`config.mk`:
```
export PLATFORM = sky130hd
export DESIGN_NAME = twobtn_led_ctrl_flat
export DESIGN_NICKNAME = d
export VERILOG_FILES = /design/src/rtl/twobtn_led_ctrl_pkg.sv /design/src/rtl/twobtn_led_ctrl_if.sv /design/src/rtl/twobtn_led_ctrl_btn_debounce.sv /design/src/rtl/twobtn_led_ctrl.sv /design/src/flat_wrapper.sv
export SDC_FILE = /design/constraint.sdc
export NUM_CORES = 1
export LEC_CHECK = 0
export ABC_AREA = 1
export ABC_CLOCK_PERIOD_IN_PS = 1400
export CORE_UTILIZATION = 50
export DETAILED_ROUTE_END_ITERATION = 10
export PLACE_DENSITY = 0.76
export SYNTH_ARGS = -nofsm -noshare
export SYNTH_HDL_FRONTEND = slang
export SYNTH_HIERARCHICAL = 1
export SYNTH_SLANG_ARGS = --single-unit
```
`constraint.sdc`:
```
create_clock -name clk -period 1.4 [get_ports clk]
set_clock_uncertainty 0.05 [all_clocks]
set_input_delay 0.42 -clock clk [delete_from_list [all_inputs] [get_ports clk]]
set_output_delay 0.42 -clock clk [all_outputs]
set_load 0.01 [all_outputs]
```
`src/rtl/twobtn_led_ctrl_pkg.sv`:
```
// Shared types for the two-button LED controller: ownership states and LED patterns.
package twobtn_pkg;

    typedef enum logic [1:0] {
        IDLE = 2'd0,
        BLUE = 2'd1,
        RED  = 2'd2,
        BOTH = 2'd3
    } state_t;

    // Patterns are written led[0],led[1]: blue LED first.
    localparam logic [0:1] LED_OFF  = 2'b00;
    localparam logic [0:1] LED_BLUE = 2'b10;
    localparam logic [0:1] LED_RED  = 2'b01;

endpackage

```
`src/rtl/twobtn_led_ctrl_if.sv`:
```
// Pin-side bundle: raw active-low buttons in, LED pair and ownership state out.
interface twobtn_led_ctrl_if;
    import twobtn_pkg::*;

    logic       bluebtn;
    logic       redbtn;
    logic [0:1] led;
    state_t     state;

    modport master (output bluebtn, redbtn, input led, state);
    modport slave  (input bluebtn, redbtn, output led, state);

endinterface

```
`src/rtl/twobtn_led_ctrl_btn_debounce.sv`:
```
// 2-flop synchronizer plus counting debouncer; emits a one-cycle pulse on an accepted press.
module btn_debounce #(
    parameter int DEBOUNCE_CYCLES = 500000
) (
    input  logic clk,
    input  logic rst_n,
    input  logic btn_raw,
    output logic press
);

    localparam int CW = (DEBOUNCE_CYCLES > 2) ? $clog2(DEBOUNCE_CYCLES) : 1;
    localparam logic [CW-1:0] CNT_LAST = CW'(DEBOUNCE_CYCLES - 1);

    logic [1:0]    sync;
    logic          stable;
    logic [CW-1:0] cnt;

    always_ff @(posedge clk or negedge rst_n) begin
        if (!rst_n) begin
            sync   <= 2'b11;
            stable <= 1'b1;
            cnt    <= '0;
            press  <= 1'b0;
        end else begin
            sync  <= {sync[0], btn_raw};
            press <= 1'b0;
            if (sync[1] == stable) begin
                cnt <= '0;
            end else if (cnt == CNT_LAST) begin
                stable <= sync[1];
                cnt    <= '0;
                // Only the released->pressed direction (pin going low) is a request.
                press  <= ~sync[1];
            end else begin
                cnt <= cnt + 1'b1;
            end
        end
    end

endmodule

```
`src/rtl/twobtn_led_ctrl.sv`:
```
// Two-button LED ownership arbiter with blink in BOTH.
// Optional idle-ownership timeout enabled by defining TWOBTN_TIMEOUT_EN.
module twobtn_led_ctrl
    import twobtn_pkg::*;
#(
    parameter int DEBOUNCE_CYCLES = 500000,
    parameter int BLINK_CYCLES    = 12500000,
    parameter int TIMEOUT_CYCLES  = 250000000
) (
    input  logic               clk,
    input  logic               rst_n,
    twobtn_led_ctrl_if.slave   io
);

    localparam int BW = (BLINK_CYCLES > 2) ? $clog2(BLINK_CYCLES) : 1;
    localparam logic [BW-1:0] BLINK_LAST = BW'(BLINK_CYCLES - 1);

    state_t        state, state_nxt;
    logic          pb, pr, timeout;
    logic          phase;
    logic [BW-1:0] bcnt;
    logic [0:1]    led, led_nxt;

    btn_debounce #(.DEBOUNCE_CYCLES(DEBOUNCE_CYCLES)) u_blue (
        .clk(clk), .rst_n(rst_n), .btn_raw(io.bluebtn), .press(pb)
    );
    btn_debounce #(.DEBOUNCE_CYCLES(DEBOUNCE_CYCLES)) u_red (
        .clk(clk), .rst_n(rst_n), .btn_raw(io.redbtn), .press(pr)
    );

`ifdef TWOBTN_TIMEOUT_EN
    localparam int TW = (TIMEOUT_CYCLES > 2) ? $clog2(TIMEOUT_CYCLES) : 1;
    localparam logic [TW-1:0] TO_LAST = TW'(TIMEOUT_CYCLES - 1);
    logic [TW-1:0] tcnt;

    assign timeout = (state != IDLE) && (tcnt == TO_LAST);

    always_ff @(posedge clk or negedge rst_n) begin
        if (!rst_n)
            tcnt <= '0;
        else if (pb || pr || (state_nxt != state))
            tcnt <= '0;
        else if (state != IDLE)
            tcnt <= tcnt + 1'b1;
    end
`else
    // Ownership is held indefinitely in this build.
    assign timeout = (TIMEOUT_CYCLES < 0);
`endif

    always_ff @(posedge clk or negedge rst_n) begin
        if (!rst_n) state <= IDLE;
        else        state <= state_nxt;
    end

    // Press pulses always win over the timeout.
    always_comb begin
        state_nxt = state;
        case ({pb, pr})
            2'b11:   state_nxt = (state == BOTH) ? IDLE : BOTH;
            2'b10:   state_nxt = (state == IDLE || state == RED)  ? BLUE : IDLE;
            2'b01:   state_nxt = (state == IDLE || state == BLUE) ? RED  : IDLE;
            default: if (timeout) state_nxt = IDLE;
        endcase
    end

    always_comb begin
        led_nxt = LED_OFF;
        case (state)
            BLUE:    led_nxt = LED_BLUE;
            RED:     led_nxt = LED_RED;
            BOTH:    led_nxt = {phase, ~phase};
            default: led_nxt = LED_OFF;
        endcase
    end

    // Entry into BOTH restarts the blink so the first pattern shown is blue-on.
    always_ff @(posedge clk or negedge rst_n) begin
        if (!rst_n) begin
            bcnt  <= '0;
            phase <= 1'b0;
        end else if (state_nxt == BOTH && state != BOTH) begin
            bcnt  <= '0;
            phase <= 1'b1;
        end else if (state == BOTH) begin
            if (bcnt == BLINK_LAST) begin
                bcnt  <= '0;
                phase <= ~phase;
            end else begin
                bcnt <= bcnt + 1'b1;
            end
        end
    end

    always_ff @(posedge clk or negedge rst_n) begin
        if (!rst_n) led <= LED_OFF;
        else        led <= led_nxt;
    end

    assign io.led   = led;
    assign io.state = state;

endmodule

```
`src/flat_wrapper.sv`:
```
// flat-port wrapper written by rule: the top's interface ports become plain ports
module twobtn_led_ctrl_flat import twobtn_pkg::*;
#(
    parameter int DEBOUNCE_CYCLES = 500000,
    parameter int BLINK_CYCLES    = 12500000,
    parameter int TIMEOUT_CYCLES  = 250000000
)
  (clk, rst_n, io_bluebtn, io_redbtn, io_led, io_state);
  twobtn_led_ctrl_if io_i ();
  input  logic clk;
  input  logic rst_n;
  input wire logic [$bits(io_i.bluebtn)-1:0] io_bluebtn;
  input wire logic [$bits(io_i.redbtn)-1:0] io_redbtn;
  output wire logic [$bits(io_i.led)-1:0] io_led;
  output wire logic [$bits(io_i.state)-1:0] io_state;
  assign io_i.bluebtn = io_bluebtn;
  assign io_i.redbtn = io_redbtn;
  assign io_led = io_i.led;
  assign io_state = io_i.state;
  twobtn_led_ctrl #(.DEBOUNCE_CYCLES(DEBOUNCE_CYCLES), .BLINK_CYCLES(BLINK_CYCLES), .TIMEOUT_CYCLES(TIMEOUT_CYCLES)) u_core (.clk(clk), .rst_n(rst_n), .io(io_i));
endmodule
```
Word-level counts from Yosys, hierarchy flattened --
Index checks and enable logic that the tools add are counted.
Storage, ports and cells: bits of input ports 4, word-level logic and storage cells 61, output and inout bits 4, bits in registers 75
Cells by class: bitwise logic cells 5, reduce and logical (&&, ||, !) cells 9, add/sub/neg operators 3, eq/ne operators 13, muxes and demuxes 19
Operators with widths (count):
- $mux 19 | 4
- $mux 24 | 3
- $add 19x1->19 const B | 2
- $eq 19x19->1 const B | 2
- $add 24x1->24 const B | 1
- $eq 24x24->1 const B | 1
- $pmux 2 s3 | 2
- $eq 2x2->1 const B | 5
- $mux 1 | 8
- $reduce_and 2->1 | 3
- $not 1->1 | 5
- $eq 2x1->1 const B | 2
- $mux 2 | 2
- $reduce_bool 2->1 | 2
- $eq 1x1->1 | 2
- $logic_not 2->1 | 1
- $logic_or 1x1->1 | 2
- $ne 2x2->1 const B | 1
- $logic_and 1x1->1 | 1

Depth between registers and ports, before layout --
Gate-level depths: netlist (run 1).
word-level depth 8, depth in mapped cells 11, gate-level depth less buffers 10

Cells and area by module --
Netlist (run 1), hierarchy kept.
By module, submodules not included:
- btn_debounce | instances 2, cells each 150, area an instance 1221.2 um^2
- twobtn_led_ctrl | instances 1, cells each 265, area an instance 1875.5 um^2

Least setup slack after synthesis (run 1) --
Ideal clock, no wire load.
path kind reg2reg, from reg u_core.bcnt[0], to reg u_core.bcnt[23], path buffers 1, arrival 1.405 ns, library setup time 0.069 ns, stages on the path, launching flop included 12, path slack -0.123 ns, cells stage by stage dfrtp_1 ha_1 nand2_1 inv_1 nand2_2 nor2_4 nand3_2 nand2_2 nand2_4 clkinv_4 buf_12 nor2_2
On the way: cells in the longest elaborated chain, start to end 4, elaborated cells on any way between the ends 5
RTL lines:
- start, declared | RTL line twobtn_led_ctrl.sv:21 | logic [BW-1:0] bcnt;
- start signal, assigned | RTL line twobtn_led_ctrl.sv:90 | bcnt <= bcnt + 1'b1;
- $add 24x1->24 or $eq 24x24->1 (tied branches) | RTL line twobtn_led_ctrl.sv:90, twobtn_led_ctrl.sv:86
- $mux 24 * | RTL line twobtn_led_ctrl.sv:86 | if (bcnt == BLINK_LAST) begin
- $mux 24 * | RTL line twobtn_led_ctrl.sv:85 | end else if (state == BOTH) begin
- $mux 24 * | RTL line twobtn_led_ctrl.sv:82 | end else if (state_nxt == BOTH && state != BOTH) begin
Mark *: on every way between the ends. The rest lies on a longest branch, timed or not. The select of a mux whose other input is x is not followed. A chain may end at the register's enable or synchronous reset.

Worst setup path after layout (run 1) --
from reg u_core.bcnt[7], to reg u_core.bcnt[16]
The elaborated chain is that of the path after synthesis.

==> summary.txt, run 1 <==
Run status
  – Outcome: finished, violations left
  – Failing checks: setup timing

Setup path
  – CP Capture Type: register
  – Crit-path cells: buf_4 -> nand2_1 -> nor2_1 -> nand2_1 -> nor2_2 -> nand3_1 -> nand2_1 -> nand2_1 -> nor2_1
  – Buf/Inv on CP: 1
  – Startpoint Class: register
  – CP most frequent cell: nand2_1
  – FF-to-FF path depth: 9
  – Crit path kind: register to register
  – CP Data Required Time: roughly 1.6 ns
  – Worst r2r src: u_core/bcnt[7]$_DFFE_PN0P_
  – FF-to-FF End: u_core/bcnt[16]$_DFFE_PN0P_
  – Top Family by Delay on Critical Path: simple AND/OR/NAND/NOR gates
  – Worst EP arrival: roughly 1.8 ns
  – Reg-to-reg setup timing slack: -0.13 ns
  – CP max stage cell: dfrtp_1
  – Max FO, Critical Path: 4
  – CP peak stage delay: 0.44 ns

Placement
  – Placer congestion estimate: about 0.87
  – Area after DPL: slightly below 5000 µm²
  – Cells after DPL: 733
  – Post-DP HPWL: around 7 mm
  – IO buf count: 7

Clock tree
  – Clk Latency, worst-skew pair: 0.35 ns
  – CTS tree: yes
  – Sink Count: 75
  – H-tree level count: 3
  – Root Buffer: clkbuf_8
  – Total CTS buffers: 9
  – Clock transition at path regs: 0.08 ns
  – CTS Buffer Depth: 2

Synthesis
  – Yosys top cell area share: 0.3999
  – Unique masters post-synth: 31
  – Main flop type after synthesis: dfrtp_1
  – Syn. warnings: 6
  – Area contributors post-synth: dfrtp_1, nand2_1, nor2_1
  – Yosys reg bits: 75
  – Post-synth EDFFs: 0
  – Mapped Avg Cell Area: 7.642 µm²
  – Register area share after synthesis: 0.4364
  – Syn nets: 572
  – Cell taking the most area after synthesis: dfrtp_1
  – Synthesized cell area: 4318 µm²
  – Mapped Cells: 565
  – FFs w/ async S/R, synth: 1.000

Routing
  – TritonRoute pass-1 iters: 4
  – Iter 0 DRT Violations: around 240
  – Wire length on met3: 489 µm
  – Drt via density: between 5 and 6
  – DR WL/cell: around 15 µm
  – DR vias: 4075
  – Post-route ant nets: 0
  – Final WL: roughly 11 mm
  – Top Metal Used: met4
  – Met2 routed WL: 5.853 mm
  – Met1 wire length: roughly 4.6 mm
  – DRC: 0

Hold path
  – Hold path depth: 0
  – Worst hold path startpoint: u_core/u_blue/sync[0]$_DFF_PN1_
  – Endpoint, Worst Hold: u_core/u_blue/sync[1]$_DFF_PN1_
  – Hold WC Path Type: register to register

Pwr
  – Cell area power density: just over 700 nW/µm²
  – Design Power: roughly 4.1 mW
  – Worst vdd ir: 0.0005769 V
  – Pleak: between 2 and 3 nW

Timing
  – Slew Viols, Final: 0
  – RSZ-0062 raised after global routing: true
  – Slew @ Worst Pin: around 0.31 ns
  – Max-Slew Margin vs Limit: 0.7930
  – Worst setup margin: -0.1292 ns
  – Final min period: around 1.5 ns
  – Setup violators final: 32
  – Fmax: approximately 0.65 GHz
  – Final Hold Viols: 0
  – Setup TNS: -2.143 ns
  – Period utilization: 1.092

Cells and area
  – # diodes: 0
  – Non-Filler Instances: 767
  – Nets: 664
  – Layout Utilization: 0.6876
  – Fin area: around 5700 µm²
  – Layout area overhead: 32.16%
  – Share of layout cells above drive strength 1: 0.3353

Floorplan
  – Area of the core: approximately 8300 µm²
  – Die Wd: 94.93 µm
  – Die Y: 94.93 µm
  – Io pins: 8
  – Die area: between 9000 and 10000 µm²
  – Initial Util: 0.5203
  – Std cell rows: 33

Global routing
  – Global-route wire length before repair: 17.27 mm
  – Largest net degree at the start of global routing: 39
  – Total Routing Usage GR: 0.2497
  – Initial antenna violation count: 0
  – Vias in the first global route: slightly below 4000
  – Grt ovf: 0

Run
  – Max-cap violation count: 0
## Yosys cell counts (2+ instances only)
| master | instances |
|---|---|
| o21ai_0 | 12 |
| o21a_1 | 2 |
| a21oi_1 | 12 |
| ha_1 | 3 |
| xnor2_1 | 7 |
| o21ai_1 | 6 |
| nor3b_1 | 2 |
| nand2_1 | 112 |
| dfrtp_1 | 69 |
| xor2_2 | 2 |
| nor3_1 | 8 |
| nor2_4 | 9 |
| nor2_2 | 22 |
| inv_1 | 70 |
| nor2_1 | 107 |
| nor3b_2 | 2 |
| nand2_2 | 13 |
| nand3_2 | 4 |
| dfstp_2 | 6 |
| nand3_1 | 47 |
| xor2_1 | 15 |
| inv_2 | 7 |
| nand2_4 | 4 |
| nand4_1 | 17 |
## cell families (layout without fill, tap and decap cells)
kind of cell | Yosys count | after routing | share of synthesized area
DFF | 75 | 75 | 0.4364
AOI/OAI and AO/OA | 34 | 34 | 0.04173
xor gates and xnor gates | 24 | 24 | 0.05216
and+or+nand+nor | 347 | 347 | 0.3819
buffers and inverters | 82 | 179 | 0.07911
adders and majority gates | 3 | 3 | 0.008694
## how the worst max path moves through the flow
stage,endpoint,depth (start not counted),startpoint,slack (ns)
final,u_core/bcnt[16]$_DFFE_PN0P_,9,u_core/bcnt[7]$_DFFE_PN0P_,-0.13
after global routing,u_core/bcnt[16]$_DFFE_PN0P_,9,u_core/bcnt[7]$_DFFE_PN0P_,-0.24
after CTS,u_core/bcnt[13]$_DFFE_PN0P_,10,u_core/bcnt[0]$_DFFE_PN0P_,-0.08
after detailed placement,u_core/bcnt[16]$_DFFE_PN0P_,9,u_core/bcnt[0]$_DFFE_PN0P_,-0.16
after global placement,u_core/bcnt[12]$_DFFE_PN0P_,7,u_core/bcnt[0]$_DFFE_PN0P_,-0.09
after floorplan,u_core/bcnt[13]$_DFFE_PN0P_,11,u_core/bcnt[0]$_DFFE_PN0P_,-0.07
## cells in the final DEF, fill, tap and decap left out, types with 5 or more instances in the layout
master	instances
xor2_1	15
nand2_2	12
nand2_1	103
nand4_1	17
clkbuf_8	10
nor2_1	91
buf_6	9
xnor2_1	7
dfrtp_1	65
o21ai_1	7
o21ai_2	5
inv_2	7
dfstp_2	6
nor3_1	5
nand2_4	13
o21ai_0	6
a21oi_1	12
nand3_1	34
nor2_2	24
nor2_4	23
buf_4	65
nand3_2	14
inv_1	68
## registers in the layout, indices dropped and copies added, names as in the netlist
name / flops
u_core/u_red/stable: 1
u_core/u_red/cnt: 19
u_core/u_blue/sync: 2
u_core/bcnt: 24
u_core/u_blue/stable: 1
u_core/u_red/press: 1
u_core/u_red/sync: 2
u_core/io.state: 2
u_core/u_blue/cnt: 19
u_core/u_blue/press: 1
u_core/io.led: 2
u_core/phase: 1
## stage by stage
| step | setup slack (ns) | hold WS (ns) |
|---|---|---|
| after global placement | -0.09404 | 0.2959 |
| after detailed placement | -0.1610 | 0.3014 |
| final | -0.1292 | 0.3003 |
| after global routing | -0.2366 | 0.3002 |
| after CTS | -0.08397 | 0.3051 |
| after floorplan | -0.06653 | 0.07441 |
## power breakdown
group | internal [mW] | switching [mW]
Sequential | 2.19 | 0.0246
Combinational | 0.0645 | 0.0975
Clock | 0.874 | 0.807
Total | 3.13 | 0.929
## layout make-up
cell class / instances / area (µm²)
Tap cell: 105 / 131.4
Multi-Input combinational cell: 408 / 2461
Timing Repair inverter: 1 / 16.27
Clock buffer: 12 / 145.1
Clock inverter: 4 / 51.30
Sequential cell: 75 / 1889
Timing Repair Buffer: 84 / 699.4
Inverter: 78 / 312.8
Fill cell: 607 / 2592
## per-layer routing
| metal | vias up | GRT usage |
|---|---|---|
| li1 | 1959 | - |
| met1 | 1946 | 0.2962 |
| met2 | 130 | 0.4371 |
| met3 | 40 | 0.06361 |
| met4 | 0 | 0.08586 |
| met5 | - | 0 |
## timing repair
item | in CTS | in global routing
endpoints found under the setup margin | 48 | 59
resized for setup | 52 | 70
buffers inserted | 3 | 13
pin swaps | 8 | 41
hold endpoints to repair | 63 | 0
gates cloned | 1 | 0
hold buffers | 1 | 0
Note: power is estimated with default switching activity, not from simulation.
==> run 2, diff against run 1 <==
Settings changed: RECOVER_POWER from default to 50.
==> run 2 against run 1 <==
  * Utilization decreased by 0.35 points
  * Critical endpoint unchanged
  * Routed wire length shrank 0.12%
  * Sequential cell count stayed put
  * Register-to-register slack got worse by 0.02 ns
  * Critical path depth unchanged
  * Clock power is essentially flat
  * The flow still finishes with violations (setup timing)
  * Critical path type unchanged
  * Maximum frequency down 1.5%
  * Die area unchanged
  * Highest routed layer unchanged
  * Combinational power decreased by 8%
==> summary.txt, run 2 (synthesis gave the netlist of run 1 again) <==
Run status
  – Failing checks: setup timing
  – Outcome: finished, violations left

Routing
  – DR vias: slightly above 4000
  – Iter 0 DRT Violations: around 250
  – DRC: 0
  – TritonRoute pass-1 iters: 5
  – Post-route ant nets: 0
  – DR WL/cell: around 15 µm
  – Drt via density: ~5.3
  – Final WL: ~11 mm

Pwr
  – Cell area power density: approximately 710 nW/µm²
  – Pleak: between 2 and 3 nW
  – Worst vdd ir: 0.0005810 V

Global routing
  – Largest net degree at the start of global routing: 39
  – Global-route wire length before repair: 17.27 mm
  – Vias in the first global route: ~3900
  – Total Routing Usage GR: 0.2497
  – Grt ovf: 0
  – Initial antenna violation count: 0

Placement
  – Placement Setup Slack: -0.1610 ns
  – IO buf count: 7
  – Placer congestion estimate: 0.8735
  – Post-DP HPWL: just over 7 mm

Timing
  – Slew Viols, Final: 0
  – Period utilization: 1.109
  – Slew @ Worst Pin: approximately 0.53 ns
  – Final Hold Viols: 0
  – Setup violators final: 33
  – Worst setup margin: -0.1522 ns
  – Max-Slew Margin vs Limit: 0.6458
  – Final min period: around 1.6 ns
  – RSZ-0062 raised after global routing: true
  – Fmax: approximately 0.64 GHz
  – Hold Worst Slack: between 0.3 and 0.4 ns

Setup path
  – CP Capture Type: register
  – Crit path kind: register to register
  – Buf/Inv on CP: 1
  – Critical path launch point: u_core/bcnt[7]$_DFFE_PN0P_
  – CP endpoint: u_core/bcnt[16]$_DFFE_PN0P_
  – Reg-to-reg setup timing slack: -0.15 ns
  – CP max stage cell: dfrtp_1
  – CP peak stage delay: 0.44 ns
  – Worst EP arrival: about 1.8 ns
  – Worst r2r src: u_core/bcnt[7]$_DFFE_PN0P_
  – CP most frequent cell: nand2_1
  – FF-to-FF End: u_core/bcnt[16]$_DFFE_PN0P_
  – Startpoint Class: register
  – FF-to-FF path depth: 9
  – Top Family by Delay on Critical Path: simple AND/OR/NAND/NOR gates
  – Stages on the worst setup path: 9
  – Crit-path cells: buf_4 -> nand2_1 -> nor2_1 -> nand2_1 -> nor2_2 -> nand3_1 -> nand2_1 -> nand2_1 -> nor2_1
  – Max FO, Critical Path: 4
  – CP Data Required Time: roughly 1.6 ns

Floorplan
  – Die Y: about 95 µm
  – Initial Util: 0.5203
  – Die area: approximately 9000 µm²
  – Die Wd: 94.93 µm
  – Area of the core: 8299 µm²
  – Std cell rows: 33
  – Io pins: 8

Cells and area
  – Most common cell after layout, fill and taps aside: nand2_1
  – Max reg flops: 24
  – # diodes: 0
  – Layout area overhead: 31.50%
  – Layout Utilization: 0.6842
  – Share of layout cells above drive strength 1: 0.3338
  – Biggest register: u_core/bcnt
  – Nets: approximately 660
  – Biggest regs: u_core/bcnt: 24 flops, u_core/u_blue/cnt: 19 flops, u_core/u_red/cnt: 19 flops
  – Commonest non-fill, non-tap cells in the layout: nand2_1, nor2_1, inv_1

Clock tree
  – Sink Count: between 70 and 80
  – CTS Buffer Depth: 2
  – Clock transition at path regs: around 0.080 ns
  – Clk Latency, worst-skew pair: 0.35 ns
  – Total CTS buffers: 9
  – H-tree level count: 3
  – CTS tree: yes
  – Root Buffer: clkbuf_8

Hold path
  – Hold WC Path Type: register to register

Run
  – Max-cap violation count: 0
## run 2: cell count changes in the layout (fill, tap and decap cells not counted), sizes merged
cell,before,now
buf,81,78
clkbuf,12,15
dlygate4sd3,1,3
clkdlybuf4s50,2,0
## run 2: how the worst min path moves through the flow
| stage | start | to | slack, ns | cells after the start |
|---|---|---|---|---|
| 4_1_cts | u_core/u_blue/sync[0]$_DFF_PN1_ | u_core/u_blue/sync[1]$_DFF_PN1_ | 0.31 | 0 |
| 5_1_grt | u_core/u_blue/sync[0]$_DFF_PN1_ | u_core/u_blue/sync[1]$_DFF_PN1_ | 0.30 | 0 |
| 2_1_floorplan | rst_n | u_core/bcnt[0]$_DFFE_PN0P_ | 0.07 | 0 |
| 6_report | u_core/u_blue/sync[0]$_DFF_PN1_ | u_core/u_blue/sync[1]$_DFF_PN1_ | 0.30 | 0 |
| 3_3_place_gp | u_core/u_red/sync[0]$_DFF_PN1_ | u_core/u_red/sync[1]$_DFF_PN1_ | 0.30 | 0 |
| 3_5_place_dp | u_core/u_blue/sync[0]$_DFF_PN1_ | u_core/u_blue/sync[1]$_DFF_PN1_ | 0.30 | 0 |
## run 2: metrics by stage
| stage | setup TNS [ns] | std cells | area (µm²) | power [mW] |
|---|---|---|---|---|
| 6_report | -2.162 | 767 | 5678 | 4.050 |
| 4_1_cts | -1.527 | 754 | 5319 | 4.070 |
| 5_1_grt | -5.987 | 767 | 5678 | 4.201 |
| 3_3_place_gp | -0.8266 | 733 | 4954 | 2.374 |
| 3_5_place_dp | -1.887 | 733 | 4954 | 2.381 |
| 2_1_floorplan | -0.6523 | 565 | 4323 | 2.288 |
## run 2: worst reg2reg max path: stages, from the launching register on
cell and delay [ns]:
dfrtp_1 0.44, buf_4 0.15, nand2_1 0.04, nor2_1 0.20, nand2_1 0.10, nor2_2 0.14, nand3_1 0.13, nand2_1 0.09
nand2_1 0.05, nor2_1 0.08
## run 2: area by class of cell
class	instances	area, µm²
repair inverters	1	16.27
well taps	105	131.4
flip-flops and latches	75	1889
clock buffers	12	145.1
multi-input cells	408	2461
clock inverters	4	51.30
inverters	78	312.8
fillers	611	2621
repair buffers	84	670.6
## run 2: where the power goes
part | switching, mW | internal (mW) | total (mW)
Combinational | 0.0956 | 0.0537 | 0.149
Clock | 0.814 | 0.874 | 1.69
Sequential | 0.0246 | 2.19 | 2.21
Total | 0.934 | 3.12 | 4.05
## run 2: repair_timing
action | 4_1_cts | 5_1_grt
hold buffers | 1 | 0
endpoints found under the setup margin | 48 | 59
endpoints found under the hold margin | 63 | 0
pin swaps | 8 | 41
buffers inserted | 3 | 13
gates resized for setup | 52 | 70
gates cloned | 1 | 0
## run 2: routing by layer
metal | share of wire | vias up | GRT usage
met5 | 0 | - | 0
met1 | 0.40 | 1957 | 0.2962
met4 | 0.030 | 0 | 0.08586
met2 | 0.52 | 133 | 0.4371
li1 | - | 1962 | -
met3 | 0.045 | 42 | 0.06361
==> run 3, diff against run 2 <==
Settings changed: SYNTH_HIERARCHICAL 1 to default.
==> run 3 against run 2 <==
  * The flow still finishes with violations (setup timing)
  * Die area fell by 4.4%
  * Count of clock-buffer cells in the layout fell by 2
  * Non-clock buffer count rose by 5
  * Clock power rose by 2%
  * Largest power group unchanged
==> summary.txt, run 3 <==
Synthesis
  – Register area share after synthesis: 0.4569
  – Mapped Avg Cell Area: approximately 7.6 µm²
  – Mapped Cells: 543
  – Yosys top cell area share: 0.4187
  – Top-count cell post-synth: nand2_1
  – FFs w/ async S/R, synth: 1.000
  – Area contributors post-synth: dfrtp_1, nand2_1, nor2_1
  – Unique masters post-synth: 31
  – Synthesized cell area: between 4000 and 5000 µm²
  – Main flop type after synthesis: dfrtp_1
  – Yosys reg bits: 75
  – Cell taking the most area after synthesis: dfrtp_1
  – Syn. warnings: 0
  – Post-synth EDFFs: 0
  – Syn nets: 550
  – Synth cell count leaders: nand2_1, nor2_1, dfrtp_1

Clock tree
  – Clk Latency, worst-skew pair: around 0.36 ns
  – Total CTS buffers: 9
  – CTS Buffer Depth: 2
  – Root Buffer: clkbuf_8
  – CTS tree: yes
  – Sink Count: 75
  – Clock transition at path regs: 0.09 ns
  – H-tree level count: 3

Setup path
  – Startpoint Class: register
  – Max FO, Critical Path: 6
  – CP peak stage delay: between 0.4 and 0.5 ns
  – Buf/Inv on CP: 1
  – Top Family by Delay on Critical Path: simple AND/OR/NAND/NOR gates
  – CP max stage cell: dfrtp_1
  – CP most frequent cell: nor2_2
  – Worst EP arrival: about 1.7 ns
  – Crit-path cells: inv_1 -> nand2_1 -> nor2_2 -> nand3_2 -> nor2_4 -> nand2_4 -> nand2_8 -> nor2_2
  – CP Capture Type: register
  – CP Data Required Time: around 1.6 ns
  – Crit path kind: register to register

Global routing
  – Vias in the first global route: between 3000 and 4000
  – Initial antenna violation count: 0
  – Grt ovf: 0
  – Global-route wire length before repair: 16.78 mm
  – Largest net degree at the start of global routing: 32
  – Total Routing Usage GR: 0.2475

Timing
  – Worst setup margin: -0.1215 ns
  – Setup TNS: -3.354 ns
  – Setup violators final: 47
  – Slew Viols, Final: 0
  – Max-Slew Margin vs Limit: 0.5962
  – Period utilization: 1.087
  – Slew @ Worst Pin: 0.6057 ns
  – RSZ-0062 raised after global routing: true
  – Fmax: about 0.66 GHz
  – Final Hold Viols: 0
  – Final min period: approximately 1.5 ns

Routing
  – Post-route ant nets: 0
  – DRC: 0
  – TritonRoute pass-1 iters: 5
  – Drt via density: 5.281
  – DR WL/cell: about 14 µm
  – DR vias: a little under 4000
  – Final WL: 10.76 mm
  – Iter 0 DRT Violations: 177

Run
  – Max-cap violation count: 0

Run status
  – Failing checks: setup timing
  – Outcome: finished, violations left

Pwr
  – Cell area power density: 746.9 nW/µm²
  – Seq pwr share: 0.537
  – Worst vdd ir: ~0.00053 V
  – Power share of the combinational group: 0.043
  – Clock share of power: 0.420
  – Pleak: about 2.5 nW
  – Sw Share: 0.2388
  – Switching pwr: about 1 mW
  – Int Pwr: 3.134 mW
  – Design Power: 4.117 mW

Floorplan
  – Die Wd: 92.82 µm
  – Initial Util: 0.5255
  – Area of the core: between 7000 and 8000 µm²
  – Io pins: 8
  – Die Y: ~93 µm
  – Die area: approximately 8600 µm²
  – Std cell rows: 32

Placement
  – Post-DP HPWL: slightly below 7 mm
  – IO buf count: 7
  – Cells after DPL: about 710
  – Area after DPL: 4775 µm²
  – Placer congestion estimate: ~0.90

Cells and area
  – Non-Filler Instances: about 750
  – FF+latch area: 1894 µm²
  – Multi-input logic area: around 2400 µm²
  – Biggest register: u_core.bcnt
  – Layout area overhead: 33.65%
  – Max reg flops: 24
  – Commonest non-fill, non-tap cells in the layout: nand2_1, nor2_1, buf_4
  – Biggest regs: u_core.bcnt: 24 flops, u_core.u_blue.cnt: 19 flops, u_core.u_red.cnt: 19 flops
  – Most common cell after layout, fill and taps aside: nand2_1
  – # diodes: 0
  – Nets: 647
  – Final-layout fill cell count: between 500 and 600
  – Share of layout cells above drive strength 1: 0.3566
  – Fin area: between 5000 and 6000 µm²

Hold path
  – Hold WC Path Type: register to register
[run 3: cell types whose count changed after synthesis, sizes merged, moves of 2 or more]
cell,before,now
xor2,17,19
nand4,17,10
a21oi,12,8
nor3b,4,2
o21a,2,0
nor2,138,133
nor3,8,17
inv,77,60
o21ai,18,10
nand3,51,42
nand2,129,145
[run 3: final cells by class]
type,count,share of cell area
inverters,60,0.04222
clock inverters,6,0.01180
flip-flops and latches,75,0.3437
clock buffers,10,0.02497
repair buffers,89,0.1253
multi-input cells,405,0.4288
well taps,102,0.02316
[run 3: timing repair]
| action | in CTS | in global routing |
|---|---|---|
| buffers inserted | 8 | 11 |
| endpoints found under the hold margin | 14 | 0 |
| gates resized for setup | 59 | 78 |
| endpoints found under the setup margin | 53 | 62 |
| hold buffers | 1 | 0 |
| pin swaps | 24 | 29 |
| gates cloned | 1 | 0 |
[run 3: cell families after synthesis]
group	after synthesis	share of synthesized area
adders and majority gates	3	0.009103
AOI/OAI and AO/OA	23	0.03095
DFF	75	0.4569
buffers and inverters	64	0.06310
and+or+nand+nor	351	0.3808
xor gates and xnor gates	27	0.05916
[run 3: final timing paths]
check / start / to / slack, ns / cells after the start
setup reg to reg: u_core.bcnt[5]$_DFFE_PN0P_ / u_core.bcnt[3]$_DFFE_PN0P_ / -0.12 / 8
hold reg to reg: u_core.u_red.sync[0]$_DFF_PN1_ / u_core.u_red.sync[1]$_DFF_PN1_ / 0.31 / 0
max in group asynchronous: rst_n / u_core.u_blue.sync[0]$_DFF_PN1_ / 0.05 / 3
min in group asynchronous: rst_n / u_core.bcnt[8]$_DFFE_PN0P_ / 0.55 / 2
setup / recovery: u_core.bcnt[5]$_DFFE_PN0P_ / u_core.bcnt[3]$_DFFE_PN0P_ / -0.12 / 8
hold / removal: u_core.u_red.sync[0]$_DFF_PN1_ / u_core.u_red.sync[1]$_DFF_PN1_ / 0.31 / 0
[run 3: power by group through the flow]
stage,Sequential (mW),Clock [mW],Combinational (mW)
final,2.21,1.73,0.177
after detailed placement,2.24,0,0.133
after global placement,2.24,0,0.127
after CTS,2.20,1.75,0.159
after floorplan,2.24,0,0.0403
after global routing,2.21,1.85,0.198
[run 3: through the flow]
step	utilization	setup WS (ns)	hold slack, ns
CTS	0.6612	-0.07758	0.3080
finish	0.7023	-0.1215	0.3075
global placement	0.6084	-0.08061	0.2772
floorplan	-	-0.01696	0.07441
global route	0.7023	-0.1917	0.3151
detailed placement	0.6084	-0.1672	0.2779
[run 3: metal layers]
layer / GRT usage / part of all wire
met1: 0.2937 / 0.40
met2: 0.4375 / 0.53
met3: 0.05090 / 0.047
met4: 0.09487 / 0.021
met5: 0 / 0
